$ cat src/rtl/priority_encoder_arb.sv
// Registered N-input priority arbiter with fixed / round-robin selection
// and a grant held until acknowledged.
module priority_encoder_arb #(
    parameter  int N = 8,
    localparam int W = $clog2(N + 1)
) (
    input  logic         i_clk,
    input  logic         i_rst_n,
    input  logic [N-1:0] i_req,
    input  logic         i_mode,
    input  logic         i_ack,
    output logic         o_valid,
    output logic [W-1:0] o_pcode,
    output logic [N-1:0] o_grant
);

    localparam int LW = $clog2(N);

    localparam logic IDLE  = 1'b0;
    localparam logic GRANT = 1'b1;

    logic          state_q, state_d;
    logic [LW-1:0] last_q, last_d;
    logic [LW-1:0] idx_q, idx_d;
    logic [W-1:0]  pcode_q, pcode_d;
    logic [N-1:0]  grant_q, grant_d;
    logic [LW-1:0] win;
    logic          found;
    logic          arb;
    int            cand;

    // An acknowledge retires the held winner into the round-robin pointer
    // before this edge's arbitration looks at it.
    always_comb begin
        last_d = last_q;
        arb    = 1'b1;
        if (state_q == GRANT) begin
            arb = i_ack;
            if (i_ack) begin
                last_d = idx_q;
            end
        end
    end

    always_comb begin
        win   = '0;
        found = 1'b0;
        cand  = 0;
        if (!i_mode) begin
            for (int k = 0; k < N; k++) begin
                if (i_req[k]) begin
                    win = LW'(k);
                end
            end
        end else begin
            for (int i = 0; i < N; i++) begin
                cand = (int'(last_d) + 2 * N - 1 - i) % N;
                if (!found && i_req[cand]) begin
                    found = 1'b1;
                    win   = LW'(cand);
                end
            end
        end
    end

    always_comb begin
        state_d = state_q;
        idx_d   = idx_q;
        pcode_d = pcode_q;
        grant_d = grant_q;
        if (arb) begin
            if (i_req == '0) begin
                state_d = IDLE;
                idx_d   = '0;
                pcode_d = '0;
                grant_d = '0;
            end else begin
                state_d = GRANT;
                idx_d   = win;
                pcode_d = W'(win) + W'(1);
                grant_d = N'(1) << win;
            end
        end
    end

    always_ff @(posedge i_clk or negedge i_rst_n) begin
        if (!i_rst_n) begin
            state_q <= IDLE;
            last_q  <= '0;
            idx_q   <= '0;
            pcode_q <= '0;
            grant_q <= '0;
        end else begin
            state_q <= state_d;
            last_q  <= last_d;
            idx_q   <= idx_d;
            pcode_q <= pcode_d;
            grant_q <= grant_d;
        end
    end

    assign o_valid = (state_q == GRANT);
    assign o_pcode = pcode_q;
    assign o_grant = grant_q;

endmodule

$ cat config.mk
export PLATFORM = sky130hd
export DESIGN_NAME = priority_encoder_arb
export DESIGN_NICKNAME = d
export VERILOG_FILES = /design/src/rtl/priority_encoder_arb.sv
export SDC_FILE = /design/constraint.sdc
export NUM_CORES = 1
export LEC_CHECK = 0
export ABC_AREA = 1
export BUFFER_PORTS_ARGS = -buffer_cell sky130_fd_sc_hd__buf_2
export CAP_MARGIN = 25
export CORE_MARGIN = 10
export CORE_UTILIZATION = 63
export DETAILED_ROUTE_END_ITERATION = 6
export GPL_TIMING_DRIVEN = 0
export PLACE_DENSITY = 0.86
export SLEW_MARGIN = 20
export SYNTH_ARGS = -nofsm -noshare
export SYNTH_HDL_FRONTEND = slang
export SYNTH_SLANG_ARGS = --single-unit
$ cat constraint.sdc
create_clock -name i_clk -period 8.2 [get_ports i_clk]
set_clock_uncertainty 0.05 [all_clocks]
set_input_delay 1.23 -clock i_clk [delete_from_list [all_inputs] [get_ports i_clk]]
set_output_delay 1.23 -clock i_clk [all_outputs]
set_load 0.01 [all_outputs]
==> impl_metrics.ini <==
[outcome]
status = complete, no violations

[timing]
hold_violations = 0
tns_ns = 0
rsz0062_at_grt = no
fmax_mhz = 213
setup_ws_ns = 3.51
slew_headroom_pct = 61.2
whs_ns = 0.435
finalCriticalPeriod_ns = 4.69
slew_violations = 0
final.period_utilization_pct = 57.2
worstMarginPinSlew_ns = 0.580
setup_viol_count_final = 0

[global_route]
grt_pass1_wl_mm = 8.60
grt_overflow = 0
grt_max_degree = 20
grt_pass1_vias = 1900
antenna_found_initial = 0
grt_usage_pct = 19.1

[cells_and_area]
seq_area_um2 = 475
multiInputGateArea_um2 = 1320
stdcell_count = 372
diodes = 0
synthToLayoutAreaGrowth_pct = 9.60
fill_cells = 289
layout-drive-gt1-share_pct = 19.8
nets = 359

[die]
io_pins = 25
fp.dieW_um = 75.7
start_util_pct = 65.1
core_area_um2 = 3000
rows = 20
dieArea_um2 = 5730
die_y_um = 75.7

[yosys]
yosysWarningCount = 0
synthesis.nets = 330
syn_avg_cell_area_um2 = 6.28
ys_types = 26
yosysSeqAreaShare_pct = 24.3
synth_cells = 311
synth_seq_cells = 19
netlist_area_um2 = 1950

[clocking]
cts.htree.levels = 1
cts_root_buf = clkbuf_4
numCtsBuffers = 3
cts-resized-gates = 0
cts_tree = yes
cts_buffer_depth = 2
post_cts_buffers = 0
clkSinkCount = 19
hold_buffers = 0
clk_pin_slew_worst_paths_ns = 0.10
clk_latency_ns = 0.31

[placement]
pre_cts_ws_ns = 3.28
io_buffers = 24
routabilityCongestion = 0.925
place_inst = 368
hpwlAfterDp_mm = 3.99

[route]
drtPass1Iterations = 5
drc = 0
dr_total_vias = 2108
wl_mm = 5.05
vias_per_cell = 5.67
drt_iter0_markers = 280
ant_nets = 0
wl_per_cell_um = 13.6

[flow_run]
maxCapViolations = 0

[pwr]
combPwrFrac_pct = 76.1
p_int_mw = 0.346
ir_drop_uv = 213
clockPowerShare_pct = 5.9
p_switching_mw = 0.472
power.sequential.fraction_pct = 18.0
p_per_area_nw_per_um2 = 381
p_leak_nw = 1.26
swShare_pct = 57.7

[setup_path]
cp-end-kind = register
required_ns = 8.38
worst-path-max-fanout = 10
worstSetupStartpointType = input pin
arrival_ns = 4.87
crit_type = input pin to register

[hold_path]
hp-class = register to register
-- cell families after synthesis --
group | share of synthesized area, %
AO/OA/AOI/OAI | 5.38
AND/OR/NAND/NOR | 57.7
buffers and inverters | 8.07
flip-flops | 24.3
adder cells (fa/ha/maj) | 4.48
-- metrics by stage --
step	cell area, um^2	power (mW)	util, %
floorplan	1950	0.619	-
global placement	2120	0.750	70.5
detailed placement	2120	0.761	70.5
CTS	2140	0.810	71.3
global route	2140	0.898	71.3
finish	2140	0.817	71.3
-- cells in the mapped netlist --
cell / count / share of area, %
nand4_1: 8 / 2.6
buf_6: 2 / 1.2
inv_1: 31 / 6.0
o21ai_1: 3 / 0.77
a22o_1: 1 / 0.45
nand4_2: 1 / 0.64
clkbuf_1: 1 / 0.19
buf_2: 3 / 0.77
nand3_4: 1 / 0.90
ha_1: 7 / 4.5
dfrtp_1: 19 / 24
a21oi_2: 1 / 0.45
o21ai_0: 9 / 2.3
nand3_1: 51 / 13
nand3_2: 5 / 2.6
nand3b_4: 1 / 1.0
nor2_4: 2 / 1.2
nand2_1: 121 / 23
nor4_1: 1 / 0.32
nand2_4: 4 / 2.3
o21bai_1: 1 / 0.38
nor2_8: 1 / 1.0
nand2_2: 18 / 5.8
nor3_2: 1 / 0.51
a21oi_1: 4 / 1.0
nor2_1: 14 / 2.7
-- metal layers --
metal,vias up,GRT usage [%],share of wire (%)
li1,1061,-,-
met1,959,25.9,46
met2,79,29.6,45
met3,9,3.91,7.9
met4,0,5.57,1.2
met5,-,0,0
-- registers in the layout (all words and copies together), names as in the netlist --
signal	cells
idx_q	3
o_grant	8
o_valid	1
o_pcode	4
last_q	3
-- final timing paths --
path / startpoint / to / slack, ns / cells after the start
min: o_grant[6]$_DFFE_PN0P_ / o_grant[6]$_DFFE_PN0P_ / 0.44 / 2
min reg2reg: o_grant[6]$_DFFE_PN0P_ / o_grant[6]$_DFFE_PN0P_ / 0.44 / 2
max: i_ack / o_pcode[2]$_DFFE_PN0P_ / 3.51 / 20
max reg2reg: o_valid$_DFFE_PN0P_ / o_pcode[2]$_DFFE_PN0P_ / 4.03 / 19
min in group asynchronous: i_rst_n / o_grant[0]$_DFFE_PN0P_ / 0.78 / 1
max in group asynchronous: i_rst_n / idx_q[2]$_DFFE_PN0P_ / 7.03 / 1
-- cells in the final DEF, fill, tap and decap left out, drive strengths merged --
cell type and n:
nand2 143, nand3 57, inv 31, buf 29
dfrtp 19, nor2 17, o21ai 12, nand4 9
ha 7, a21oi 5, clkbuf 5, nand3b 1
nor3 1, o21bai 1, nor4 1, a22o 1
-- power by group through the flow --
stage / combinational, mW / sequential [mW] / clock [mW]
4_1_cts: 0.615 / 0.147 / 0.0478
6_report: 0.621 / 0.147 / 0.0484
3_3_place_gp: 0.602 / 0.148 / 0
3_5_place_dp: 0.612 / 0.149 / 0
5_1_grt: 0.695 / 0.152 / 0.0510
2_1_floorplan: 0.459 / 0.160 / 0
-- critical path, cell delays in order --
cell and delay [ns]:
buf_2 0.15, nand2_2 0.14, o21ai_0 0.45, ha_1 0.34, inv_1 0.15, buf_2 0.28
nand3_1 0.14, nand2_1 0.10, nor2_1 0.06, a21oi_2 0.27, inv_1 0.14, nor3_2 0.22
nand3_1 0.09, o21ai_0 0.10, nand2_1 0.13, nand2_1 0.15, inv_1 0.08, ha_1 0.20
ha_1 0.28, o21ai_0 0.16
-- final cells by class --
type / instances / area share, %
Multi-Input combinational cell: 255 / 61.7
Sequential cell: 19 / 22.2
Timing Repair Buffer: 24 / 5.61
Inverter: 31 / 5.43
Buffer: 6 / 1.93
Tap cell: 33 / 1.93
Clock buffer: 4 / 1.23
No activity file was read; power rests on OpenSTA's default activity.
